File: src/rtl/fetch_queue_if.sv
// Fetch/decode handshake bundle for the fetch queue. The master side is the
// pipeline (fetch pushes, decode pops); the slave side is the queue itself.
interface fetch_queue_if #(
  parameter int DEPTH = 4
);
  localparam int CW = $clog2(DEPTH) + 1;

  logic [31:0]   F_PC;
  logic [31:0]   F_instruction;
  logic          push;
  logic          pop;
  logic          flush;
  logic [31:0]   D_PC;
  logic [31:0]   D_instruction;
  logic          D_valid;
  logic          full;
  logic [CW-1:0] count;
  logic          overflow;

  modport master (
    output F_PC, F_instruction, push, pop, flush,
    input  D_PC, D_instruction, D_valid, full, count, overflow
  );

  modport slave (
    input  F_PC, F_instruction, push, pop, flush,
    output D_PC, D_instruction, D_valid, full, count, overflow
  );
endinterface

File: src/rtl/fetch_queue.sv
// Fetch queue: a small circular buffer of {PC, instruction} pairs sitting
// between the fetch and decode stages. The head entry is presented
// combinationally; an empty queue presents a NOP at PC 0x3000 with
// D_valid low. Dropped pushes on a full queue latch a sticky overflow flag.
module fetch_queue #(
  parameter int          DEPTH    = 4,
  parameter logic [31:0] NOP_WORD = 32'h0000_0000
) (
  input  logic         clk,
  input  logic         reset,
  fetch_queue_if.slave bus
);
  localparam int          AW       = $clog2(DEPTH);
  localparam logic [AW:0] FULL_CNT = (AW + 1)'(DEPTH);
  localparam logic [31:0] IDLE_PC  = 32'h0000_3000;

  logic [63:0]   mem [DEPTH];
  logic [AW-1:0] rp;
  logic [AW-1:0] wp;
  logic [AW:0]   cnt;
  logic          ovf;
  logic          eff_pop;
  logic          acc_push;
  logic          drop_push;
  logic [63:0]   head;

  // Decide which of this cycle's requests actually take effect; flush wins.
  always_comb begin
    eff_pop   = bus.pop & ~bus.flush & (cnt != '0);
    acc_push  = bus.push & ~bus.flush & ((cnt != FULL_CNT) | eff_pop);
    drop_push = bus.push & ~bus.flush & ~acc_push;
  end

  // Entry storage is written verbatim and never reset; only pointers matter.
  always_ff @(posedge clk) begin
    if (!reset && acc_push) begin
      mem[wp] <= {bus.F_PC, bus.F_instruction};
    end
  end

  // Pointers, occupancy and the sticky overflow flag.
  always_ff @(posedge clk) begin
    if (reset) begin
      rp  <= '0;
      wp  <= '0;
      cnt <= '0;
      ovf <= 1'b0;
    end else if (bus.flush) begin
      rp  <= '0;
      wp  <= '0;
      cnt <= '0;
    end else begin
      if (eff_pop) begin
        rp <= rp + AW'(1);
      end
      if (acc_push) begin
        wp <= wp + AW'(1);
      end
      case ({acc_push, eff_pop})
        2'b10:   cnt <= cnt + (AW + 1)'(1);
        2'b01:   cnt <= cnt - (AW + 1)'(1);
        default: cnt <= cnt;
      endcase
      if (drop_push) begin
        ovf <= 1'b1;
      end
    end
  end

  // Head presentation and status flags, all derived from stored state only.
  always_comb begin
    head              = mem[rp];
    bus.D_valid       = (cnt != '0);
    bus.D_PC          = bus.D_valid ? head[63:32] : IDLE_PC;
    bus.D_instruction = bus.D_valid ? head[31:0]  : NOP_WORD;
    bus.full          = (cnt == FULL_CNT);
    bus.count         = cnt;
    bus.overflow      = ovf;
  end
endmodule

File: src/flat_wrapper.sv
// flat-port wrapper written by rule: the top's interface ports become plain ports
module fetch_queue_flat 
#(
  parameter int          DEPTH    = 4,
  parameter logic [31:0] NOP_WORD = 32'h0000_0000
)
  (clk, reset, bus_F_PC, bus_F_instruction, bus_push, bus_pop, bus_flush, bus_D_PC, bus_D_instruction, bus_D_valid, bus_full, bus_count, bus_overflow);
  fetch_queue_if #(.DEPTH(DEPTH)) bus_i ();
  input  logic clk;
  input  logic reset;
  input wire logic [$bits(bus_i.F_PC)-1:0] bus_F_PC;
  input wire logic [$bits(bus_i.F_instruction)-1:0] bus_F_instruction;
  input wire logic [$bits(bus_i.push)-1:0] bus_push;
  input wire logic [$bits(bus_i.pop)-1:0] bus_pop;
  input wire logic [$bits(bus_i.flush)-1:0] bus_flush;
  output wire logic [$bits(bus_i.D_PC)-1:0] bus_D_PC;
  output wire logic [$bits(bus_i.D_instruction)-1:0] bus_D_instruction;
  output wire logic [$bits(bus_i.D_valid)-1:0] bus_D_valid;
  output wire logic [$bits(bus_i.full)-1:0] bus_full;
  output wire logic [$bits(bus_i.count)-1:0] bus_count;
  output wire logic [$bits(bus_i.overflow)-1:0] bus_overflow;
  assign bus_i.F_PC = bus_F_PC;
  assign bus_i.F_instruction = bus_F_instruction;
  assign bus_i.push = bus_push;
  assign bus_i.pop = bus_pop;
  assign bus_i.flush = bus_flush;
  assign bus_D_PC = bus_i.D_PC;
  assign bus_D_instruction = bus_i.D_instruction;
  assign bus_D_valid = bus_i.D_valid;
  assign bus_full = bus_i.full;
  assign bus_count = bus_i.count;
  assign bus_overflow = bus_i.overflow;
  fetch_queue #(.DEPTH(DEPTH), .NOP_WORD(NOP_WORD)) u_core (.clk(clk), .reset(reset), .bus(bus_i));
endmodule
File: config.mk
export PLATFORM = sky130hd
export DESIGN_NAME = fetch_queue_flat
export DESIGN_NICKNAME = d
export VERILOG_FILES = /design/src/rtl/fetch_queue_if.sv /design/src/rtl/fetch_queue.sv /design/src/flat_wrapper.sv
export SDC_FILE = /design/constraint.sdc
export NUM_CORES = 1
export LEC_CHECK = 0
export BUFFER_PORTS_ARGS = -buffer_cell sky130_fd_sc_hd__buf_2
export CAP_MARGIN = 20
export CORE_ASPECT_RATIO = 1.25
export CORE_UTILIZATION = 45
export DETAILED_ROUTE_END_ITERATION = 6
export PLACE_DENSITY = 0.73
export SYNTH_ARGS = -nofsm -noshare
export SYNTH_HDL_FRONTEND = slang
export SYNTH_SLANG_ARGS = --single-unit
File: constraint.sdc
create_clock -name clk -period 9.64 [get_ports clk]
set_input_delay 1.928 -clock clk [delete_from_list [all_inputs] [get_ports clk]]
set_output_delay 1.928 -clock clk [all_outputs]
set_load 0.01 [all_outputs]
## After elaboration in Yosys (flattened, before gate mapping)

Memory sizes are Yosys's and may differ from the RTL's. A register that Yosys moved wholly into a read port is not among the register bits.
Index checks and enable logic that the tools add are counted.

- Equal/unequal tests: 4
- Bitwise logic cells: 8
- Add/subtract/negate cells: 4
- Muxes and demuxes: 7
- Reductions and logical operators: 6

Operators by type and width:

| operator | count |
|---|---|
| $mux W32 | 2 |
| $pmux W3 S2 | 1 |
| $and A1 B1 Y1 | 5 |
| $add A2 B1 Y2 const B | 2 |
| $mux W2 | 2 |
| $add A3 B1 Y3 const B | 1 |
| $eq A3 B3 Y1 const B | 1 |
| $ne A3 B3 Y1 const B | 1 |
| $reduce_bool A3 Y1 | 1 |
| $sub A3 B1 Y3 const B | 1 |
| $eq A2 B1 Y1 const B | 1 |
| $eq A2 B2 Y1 const B | 1 |
| $mux W1 | 2 |
| $not A1 Y1 | 2 |
| $reduce_and A2 Y1 | 1 |
| $reduce_bool A2 Y1 | 1 |
| $reduce_or A2 Y1 | 1 |
| $logic_and A1 B1 Y1 | 1 |
| $logic_not A1 Y1 | 1 |
| $or A1 B1 Y1 | 1 |

- Word-level logic and storage cells: 34
- Register bits: 8
- Memories: 1
- Output and inout port bits: 70
- Bits in writable memories: 256
- Bits of input ports: 69

Memories:

| memory | words | bits a word | rd ports | clocked after memory_dff | write ports | RTL line | text |
|---|---|---|---|---|---|---|---|
| u_core.mem | 4 | 64 | 1 | 1 | 1 | fetch_queue.sv:17 | `logic [63:0] mem [DEPTH];` |

## Longest topological paths before layout

Gate-level depths: netlist of the first run.

- Word-level depth: 8
- Depth in mapped cells: 9
- Gate-level depth less buffers: 8

## Worst setup path after synthesis of the first run

No wires, ideal clock.

- Path type: input to register
- Start point: in bus_push
- End point: mem u_core.mem[0][0], enable pin
- Data arrival time: 7.027 ns
- Setup time: 0.578 ns
- Data required time: 9.062 ns
- Stages on the path: 3
- Path slack: 2.035 ns
- Buffers on the path: 0
- Cells stage by stage: nor2b_1 -> nand2_1 -> nor3b_1

- Longest elaborated chain between the ends: 5

Ends and longest elaborated chain:

| element | RTL line | text |
|---|---|---|
| start: declaration | flat_wrapper.sv:13 | `input wire logic [$bits(bus_i.push)-1:0] bus_push;` |
| $and A1 B1 Y1 (2 in series) | fetch_queue.sv:30 | `acc_push = bus.push & ~bus.flush & ((cnt != FULL_CNT) \| eff_pop);` |
| $logic_and A1 B1 Y1 | fetch_queue.sv:36 | `if (!reset && acc_push) begin` |
| $mux W1 | fetch_queue.sv:36 |  |
| $mux W1 (not written as such) | fetch_queue.sv:37 | `mem[wp] <= {bus.F_PC, bus.F_instruction};` |
| end: declaration | fetch_queue.sv:17 |  |

Every way passes these cells.

==> results of run 1 <==
## area by class of cell
class	instances	area, µm²
Antenna cell	3	7.51
Clock buffer	32	694
Clock inverter	15	104
Fill cell	1732	10300
Inverter	7	26.3
Multi-Input combinational cell	172	2190
Sequential cell	266	7900
Tap cell	283	354
Timing Repair Buffer	147	758
## sequential cells by signal, indices dropped and copies added (netlist names), named ones only
name                 count
u_core.rp                2
u_core.mem             256
u_core.bus.count         3
u_core.bus.overflow      1
u_core.wp                2
## routing by layer
metal	global-route usage [%]	wire, µm	up-vias	part of all wire [%]
li1	-	-	2200	-
met4	5.78	424	4	2.3
met5	0	27	-	0.15
met3	3.59	1050	33	5.7
met2	28.7	9950	140	54
met1	19.0	7120	2510	38
## critical path, delay by kind of cell (launching register included)
family | cells | cell delay, ns
buffers and inverters | 2 | 0.82
DFF | 1 | 0.75
muxes | 1 | 0.64
and+or+nand+nor | 1 | 0.22
## worst max-delay path by stage
stage,end,slack [ns],cells after the start
after CTS,bus_D_PC[12],4.64,4
final,bus_D_PC[12],4.77,4
after detailed placement,bus_D_PC[12],5.20,4
after floorplan,u_core.mem[0][0],2.03,3
after global routing,bus_D_PC[12],4.53,4
after global placement,bus_D_PC[12],5.23,4
## metrics by stage
step	cells	setup slack, ns	hold slack [ns]	cell area (µm²)	utilization [%]
6_report	925	4.77	0.509	12000	53.8
5_1_grt	923	4.53	0.548	12000	53.8
4_1_cts	922	4.64	0.502	12000	53.8
3_5_place_dp	875	5.20	0.477	11200	50.2
3_3_place_gp	875	5.23	0.459	11200	50.2
2_1_floorplan	467	2.03	0.459	10300	-
## cell families (layout without fill, tap and decap cells)
group	Yosys count	count (layout)	share of synthesized area [%]
DFF	266	266	76.7
and+or+nand+nor	88	88	5.31
muxes	64	64	14.2
buffers and inverters	29	201	2.18
AOI/OAI and AO/OA	11	11	0.572
adders and majority gates	6	6	0.803
xor gates and xnor gates	3	3	0.256
other	0	3	0
## layout by cell type, fill, tap and decap left out, drive strengths merged, types with 2 or more instances in the layout
cell	count
a21oi	5
and2	62
buf	147
clkbuf	32
clkinv	11
dfxtp	10
diode	3
edfxtp	256
ha	5
inv	9
mux4	64
nand2	2
nand3	2
nor2	7
nor3b	5
o21ai	4
or2	3
or3	2
xor2	3
## power groups by stage
stage,clock [mW],combinational [mW],sequential (mW)
global route,0.998,0.0816,1.28
CTS,0.958,0.0754,1.28
detailed placement,0,0.0752,1.31
floorplan,0,0.0360,1.31
finish,0.935,0.0740,1.28
global placement,0,0.0712,1.30
==> qor.yml, run 1 <==
status:
  status: "finished, final reports clean"
logic_synthesis:
  syn_inst: 467
  synth_top_area_cell: "edfxtp_1"
  syn-cell-area_um2: 10300
  yosysMostFrequentCell: "edfxtp_1"
  synth_edf_count: 256
  synth_top_area_share_pct: 74.8
  synthTopCellsByCount: "256 x edfxtp_1, 62 x and2_1, 60 x mux4_2"
  ys_ff_latch: 266
  synth-seq-area-share_pct: 76.7
  syn_nets: 542
  synth_area_leaders: "edfxtp_1 75%, mux4_2 13%, and2_1 3.8%, dfxtp_1 1.9%, buf_12 1.2%"
  synth_flop_cell: "edfxtp_1"
  ys_warn_count: 0
  ys_types: 31
  avgSynthCellArea_um2: 22.0
  async_reset_ff_share_pct: 0
pwr:
  p_switching_mw: 0.442
  leakage_nw: 4.11
  p_per_area_nw_per_um2: 190
  pwr-share-clk_pct: 40.8
  swShare_pct: 19.3
  fin_total_pwr_mw: 2.29
  seqPwrFrac_pct: 55.9
  internal-power_mw: 1.85
  p_comb_share_pct: 3.2
  ir_worst_vdd_mv: 0.123
sta:
  hold_viol: 0
  setup_violations: 0
  min_period_ns: 4.87
  slew_viol_final: 0
  relSlewSlack_pct: 33.6
  grt_setup_unrepaired: "false"
  fin_crit_sh_pct: 50.5
  tns_ns: 0
  clock_skew_ns: 0.0124
  worst_pin_slew_ns: 0.994
  fmax_mhz: 205
worst_hold_path:
  hold_path_depth: 2
  hold_path.startpoint: "u_core.rp[1]"
  holdCritPathClass: "flip-flop to flip-flop"
floorplan:
  die_area_um2: 23500
  die_w_um: 137
  placementRows: 61
  core_um2: 22400
  pin_count: 139
  die_y_um: 171
  start_util_pct: 46.0
clock_tree:
  cts_setup_buffers: 0
  post_cts_resized: 0
  cts_sinks: 266
  h-tree-depth: 1
  clk_latency_ns: 0.51
  holdBufCountCts: 0
  path_clk_slew_ns: 0.06
  cts_tree: "done"
  cts_buffers: 26
  clock-root-buffer: "clkbuf_16"
  clk_path_buf_depth: 3
setup_path:
  start_kind: "flip-flop"
  crit_chain: "buf_4 > mux4_1 > or2_1 > buf_2"
  critPathKind: "flip-flop to output port"
  cp-end-kind: "output port"
  worstReg2RegEnd: "u_core.bus.count[2]"
  crit_slowest_cell: "dfxtp_4"
  r2r_setup_slack_ns: 7.01
  crit_fanout: 34
  crit_arrival_ns: 2.94
  reg2reg_depth: 8
  required_ns: 7.71
  cpPeakStageDelay_ns: 0.75
  r2r-start: "u_core.bus.count[0]"
detailed_routing:
  drt-initial-drc-count: 221
  drt-total-wl_um: 18600
  vias: 4887
  wl_per_cell_um: 20.1
  drc: 0
  drtPass1Iterations: 4
  avgViaCountPerCell: 5.28
  ant_nets: 0
place:
  dpl.hpwl_um: 11200
  gp_congestion: 0.738
  io_buffers: 138
job:
  cap_violations: 0
global_route:
  overflow: 0
  antenna_found_initial: 4
  grt_pass1_wl_um: 28200
  track_usage_pct: 16.1
  grt_max_degree: 65
  grt_pass1_vias: 5293
cells_and_area:
  layout.nets: 695
  drive_above_1_share_pct: 39.4
  area_growth_pct: 17.0
(Power assumes the default switching activity.)
==> run 2: changes to the inputs <==
Clock period 9.64 ns to 4.85 ns, I/O delays scaled along.
==> run 2 against run 1 <==
Combinational power grew 99%; flip-flop and latch count is the same; cell area grew 0.69%; non-clock buffer count is the same; sequential share of layout area shrank 0.45 points; via count grew 1.1%; critical endpoint is now bus_D_PC[8].
==> qor.yml, run 2 (same netlist as run 1, synthesis figures left out) <==
status:
  status: "finished, final reports clean"
cells_and_area:
  area_growth_pct: 17.8
  top_register: "u_core.mem"
  drive_above_1_share_pct: 39.7  # +0.25 points
  fill_cells: 1744  # +0.69%
  multiInputGateArea_um2: 2190  # unchanged
  layout.nets: 695  # unchanged
  layout_common_cells: "256 x edfxtp_1, 138 x buf_2, 62 x and2_1"
  final_common_cell: "edfxtp_1"
  regArea_um2: 7900  # unchanged
  largest_reg_flops: 256  # unchanged
  utilization_pct: 54.2  # +0.37 points
floorplan:
  die_area_um2: 23500  # unchanged
  die_w_um: 137  # unchanged
  start_util_pct: 46.0  # unchanged
  core_um2: 22400  # unchanged
  pin_count: 139  # unchanged
  die_y_um: 171  # unchanged
  placementRows: 61  # unchanged
clock_tree:
  clk_path_buf_depth: 3  # unchanged
  h-tree-depth: 1  # unchanged
  cts_sinks: 266  # unchanged
  clock-root-buffer: "clkbuf_16"
  cts_tree: "done"
  cts_buffers: 26  # unchanged
  post_cts_resized: 0  # unchanged
  clk_latency_ns: 0.51  # about the same
  path_clk_slew_ns: 0.06  # about the same
  holdBufCountCts: 0  # unchanged
  cts_setup_buffers: 0  # unchanged
setup_path:
  crit_fanout: 33  # -2.9%
  crit_chain: "buf_12 > mux4_2 > and2_1 > buf_2"
  cpPeakStageDelay_ns: 0.78  # +0.03 ns
  critPathKind: "flip-flop to output port"
  cp_num_buf_inv: 2  # unchanged
  crit_slowest_cell: "dfxtp_4"
  crit_arrival_ns: 2.59  # -0.35 ns
  cp-end-kind: "output port"
  start_kind: "flip-flop"
  required_ns: 3.88  # -3.83 ns
  path_delay_family: "flip-flops"
sta:
  worst_pin_slew_ns: 1.00  # +0.00670 ns
  relSlewSlack_pct: 33.2  # -0.45 points
  min_period_ns: 3.56
  fin_crit_sh_pct: 73.3
  fmax_mhz: 281
  setup_violations: 0  # unchanged
  holdWs_ns: 0.489  # -0.0196 ns
  hold_viol: 0  # unchanged
  clock_skew_ns: 0.00803  # -0.00432 ns
  grt_setup_unrepaired: "false"
  slew_viol_final: 0  # unchanged
detailed_routing:
  drt-initial-drc-count: 296  # +34%
  vias: 4941  # +1.1%
  drc: 0  # unchanged
  avgViaCountPerCell: 5.34  # +1.1%
  ant_nets: 0  # unchanged
  drtPass1Iterations: 4  # unchanged
  drt-total-wl_um: 18700  # +0.55%
  wl_per_cell_um: 20.2  # +0.55%
global_route:
  grt_pass1_vias: 5371  # +1.5%
  track_usage_pct: 16.3  # +0.23 points
  overflow: 0  # unchanged
  antenna_found_initial: 4  # unchanged
  grt_pass1_wl_um: 28500  # +1.1%
  grt_max_degree: 65  # unchanged
pwr:
  ir_worst_vdd_mv: 0.279  # +130%
  p_per_area_nw_per_um2: 388  # +100%
  leakage_nw: 4.15  # +1.0%
job:
  cap_violations: 0  # unchanged
place:
  io_buffers: 138  # unchanged
  dpl.hpwl_um: 11100  # -0.68%
  gp_congestion: 0.757  # +2.6%
worst_hold_path:
  holdCritPathClass: "flip-flop to flip-flop"
run 2: cell type report:
| class | instances | share of cell area [%] |
|---|---|---|
| diodes | 2 | 0.0413 |
| clock buffers | 30 | 5.67 |
| clock inverters | 18 | 1.52 |
| inverters | 7 | 0.217 |
| multi-input cells | 172 | 18.1 |
| flip-flops and latches | 266 | 65.2 |
| well taps | 283 | 2.92 |
| repair buffers | 147 | 6.36 |
run 2: power by group:
group | switching (mW) | total (mW) | internal, mW
clock | 0.789 | 2.01 | 1.22
combinational | 0.0820 | 0.147 | 0.0652
sequential | 0.00804 | 2.55 | 2.54
total | 0.879 | 4.70 | 3.83
run 2: metrics by stage:
stage | instance area [µm²] | cells | TNS [ns] | worst slack (ns) | power [mW]
3_3_place_gp | 11200 | 875 | 0 | 1.75 | 2.74
2_1_floorplan | 10300 | 467 | -460.10 | -1.80 | 2.67
3_5_place_dp | 11200 | 875 | 0 | 1.65 | 2.74
5_1_grt | 12100 | 924 | 0 | 1.14 | 4.86
6_report | 12100 | 925 | 0 | 1.29 | 4.70
4_1_cts | 12100 | 923 | 0 | 1.21 | 4.76
run 2: path summary, 6_finish.rpt:
| path | startpoint | endpoint | slack, ns | depth (start not counted) |
|---|---|---|---|---|
| hold reg to reg | u_core.bus.overflow | u_core.bus.overflow | 0.49 | 2 |
| hold / removal | u_core.bus.overflow | u_core.bus.overflow | 0.49 | 2 |
| setup / recovery | flip-flop | bus_D_PC[8] | 1.29 | 4 |
| setup reg to reg | u_core.bus.count[2] | u_core.bus.count[2] | 2.29 | 8 |
run 2: layer usage:
metal / up-vias / track usage [%] / wire, µm
met5: - / 0 / 25
met4: 4 / 4.59 / 361
met3: 32 / 3.76 / 1130
met2: 143 / 30.1 / 10100
met1: 2560 / 18.7 / 7010
li1: 2202 / - / -
run 2: tightest hold or removal path, cell delays in order, from the launching register on:
cell     delay [ns]
dfxtp_1        0.33
a31oi_1        0.05
nor2_1         0.08
==> run 3: changes to the inputs <==
Clock period 4.85 ns to 3.35 ns, I/O delays scaled along.
==> run 3 against run 2 <==
Cell area down 0.52%; hold slack worse by 0.11 ns; critical endpoint is now bus_D_PC[7]; non-clock buffer count up 2; sequential share of layout area up 0.34 points; sequential power up 44%; via count up 0.28%; routed wire length about the same; final cell count down 0.43%; critical path type unchanged.
==> qor.yml, run 3 (same netlist as run 1, synthesis figures left out) <==
global_route:
  overflow: 0  # unchanged
  track_usage_pct: 16.5  # +0.12 points
  grt_pass1_wl_um: 28800  # +0.87%
  antenna_found_initial: 0  # -4
  grt_pass1_vias: 5431  # +1.1%
  grt_max_degree: 65  # unchanged
clock_tree:
  cts_sinks: 266  # unchanged
  clk_latency_ns: 0.50  # about the same
  cts_setup_buffers: 0  # unchanged
  clock-root-buffer: "clkbuf_16"
  cts_buffers: 25  # -3.8%
  h-tree-depth: 1  # unchanged
  post_cts_resized: 0  # unchanged
  holdBufCountCts: 0  # unchanged
  clk_path_buf_depth: 3  # unchanged
  cts_tree: "done"
  path_clk_slew_ns: 0.06  # about the same
pwr:
  p_switching_mw: 1.24  # +41%
  p_per_area_nw_per_um2: 536  # +38%
  swShare_pct: 19.2  # +0.51 points
  internal-power_mw: 5.22  # +36%
  pwr-share-clk_pct: 39.6  # -3.2 points
  leakage_nw: 4.12  # -0.77%
  seqPwrFrac_pct: 57.0  # +2.9 points
  ir_worst_vdd_mv: 0.371  # +33%
  p_comb_share_pct: 3.4  # +0.3 points
detailed_routing:
  drtPass1Iterations: 4  # unchanged
  avgViaCountPerCell: 5.38  # +0.72%
  drc: 0  # unchanged
  drt-initial-drc-count: 265  # -10%
  wl_per_cell_um: 20.3  # +0.53%
  vias: 4955  # +0.28%
  drt-total-wl_um: 18700  # about the same
  ant_nets: 0  # unchanged
cells_and_area:
  layout.nets: 696  # +0.14%
  largest_reg_flops: 256  # unchanged
  layout_common_cells: "256 x edfxtp_1, 138 x buf_2, 62 x and2_1"
  final_common_cell: "edfxtp_1"
  drive_above_1_share_pct: 39.2  # -0.50 points
  area_growth_pct: 17.2
  top_register: "u_core.mem"
  diodes: 0  # -2
floorplan:
  die_w_um: 137  # unchanged
  start_util_pct: 46.0  # unchanged
  pin_count: 139  # unchanged
  core_um2: 22400  # unchanged
  die_y_um: 171  # unchanged
  placementRows: 61  # unchanged
  die_area_um2: 23500  # unchanged
setup_path:
  r2r_setup_slack_ns: 0.83  # -1.46 ns
  startpoint: "u_core.bus.count[0]"
  required_ns: 2.68  # -1.20 ns
  cp-end-kind: "output port"
  start_kind: "flip-flop"
  reg2reg_depth: 8  # unchanged
  crit_arrival_ns: 2.33  # -0.26 ns
  critPathKind: "flip-flop to output port"
  r2r-start: "u_core.bus.count[0]"
  crit_fanout: 63  # +91%
  worstReg2RegEnd: "u_core.bus.count[2]"
sta:
  relSlewSlack_pct: 32.1  # -1.1 points
  holdWs_ns: 0.378  # -0.112 ns
  grt_setup_unrepaired: "false"
  slew_viol_final: 0  # unchanged
  tns_ns: 0  # unchanged
  hold_viol: 0  # unchanged
  fmax_mhz: 333
  clock_skew_ns: 0.0119  # +0.00387 ns
  setup_violations: 0  # unchanged
  fin_crit_sh_pct: 89.7
  worst_pin_slew_ns: 1.02  # +0.0170 ns
  min_period_ns: 3.00
status:
  status: "finished, final reports clean"
worst_hold_path:
  holdCritPathClass: "primary input to flip-flop"
  hold_path_depth: 1  # -1
  hold_end: "u_core.mem[3][27]"
  hold_path.startpoint: "bus_F_instruction[27]"
place:
  dpl.hpwl_um: 11000  # -1.6%
  io_buffers: 138  # unchanged
  gp_congestion: 0.748  # -1.3%
job:
  cap_violations: 0  # unchanged
run 3: changes by cell type in the layout (fill, tap and decap cells not counted):
| cell | before | now |
|---|---|---|
| buf_12 | 1 | 4 |
| buf_4 | 8 | 7 |
| bufinv_16 | 4 | 1 |
| clkbuf_1 | 3 | 8 |
| clkbuf_16 | 27 | 25 |
| clkinv_1 | 8 | 5 |
| clkinv_2 | 5 | 3 |
| clkinvlp_4 | 0 | 1 |
| diode_2 | 2 | 0 |
| nor3b_2 | 4 | 0 |
| nor3b_4 | 0 | 4 |
run 3: worst max-delay path by stage:
stage	to	slack (ns)
6_report	bus_D_PC[7]	0.35
3_3_place_gp	u_core.bus.count[2]	0.67
5_1_grt	bus_D_PC[7]	0.16
3_5_place_dp	u_core.bus.count[2]	0.54
4_1_cts	bus_D_PC[7]	0.29
2_1_floorplan	u_core.mem[0][0]	-0.77
run 3: layer usage:
layer  global-route usage (%)  share of wire (%)  vias to the layer above
li1                         -                  -                     2198
met1                     20.2                 40                     2579
met2                     29.7                 53                      151
met3                     2.99                5.3                       27
met4                     4.35                1.7                        0
met5                        0                  0                        -
run 3: stage by stage:
stage                     setup WS, ns  area [µm²]  util (%)  cells  total power [mW]
after floorplan                 -0.769       10300         -    467              3.86
after global placement           0.670       11300      50.6    877              3.96
after detailed placement         0.544       11300      50.6    877              3.98
after CTS                        0.293       12000      53.9    921              6.52
after global routing             0.155       12000      53.9    921              6.66
final                            0.345       12000      53.9    921              6.46
run 3: cell type report:
cell class	count	area (µm²)
clock buffers	33	656
flip-flops and latches	266	7900
well taps	283	354
fillers	1728	10300
repair buffers	149	823
clock inverters	11	80.1
multi-input cells	172	2210
inverters	7	26.3
run 3: power by group through the flow:
stage	registers [mW]	logic [mW]	clock network, mW
2_1_floorplan	3.76	0.104	0
3_3_place_gp	3.75	0.212	0
3_5_place_dp	3.76	0.223	0
4_1_cts	3.68	0.224	2.62
5_1_grt	3.68	0.243	2.73
6_report	3.68	0.221	2.56
run 3: critical path: stages, from the launching register on:
cell     delay, ns
dfxtp_1       0.50
nor3_2        0.13
inv_2         0.75
and2_1        0.29
buf_2         0.15
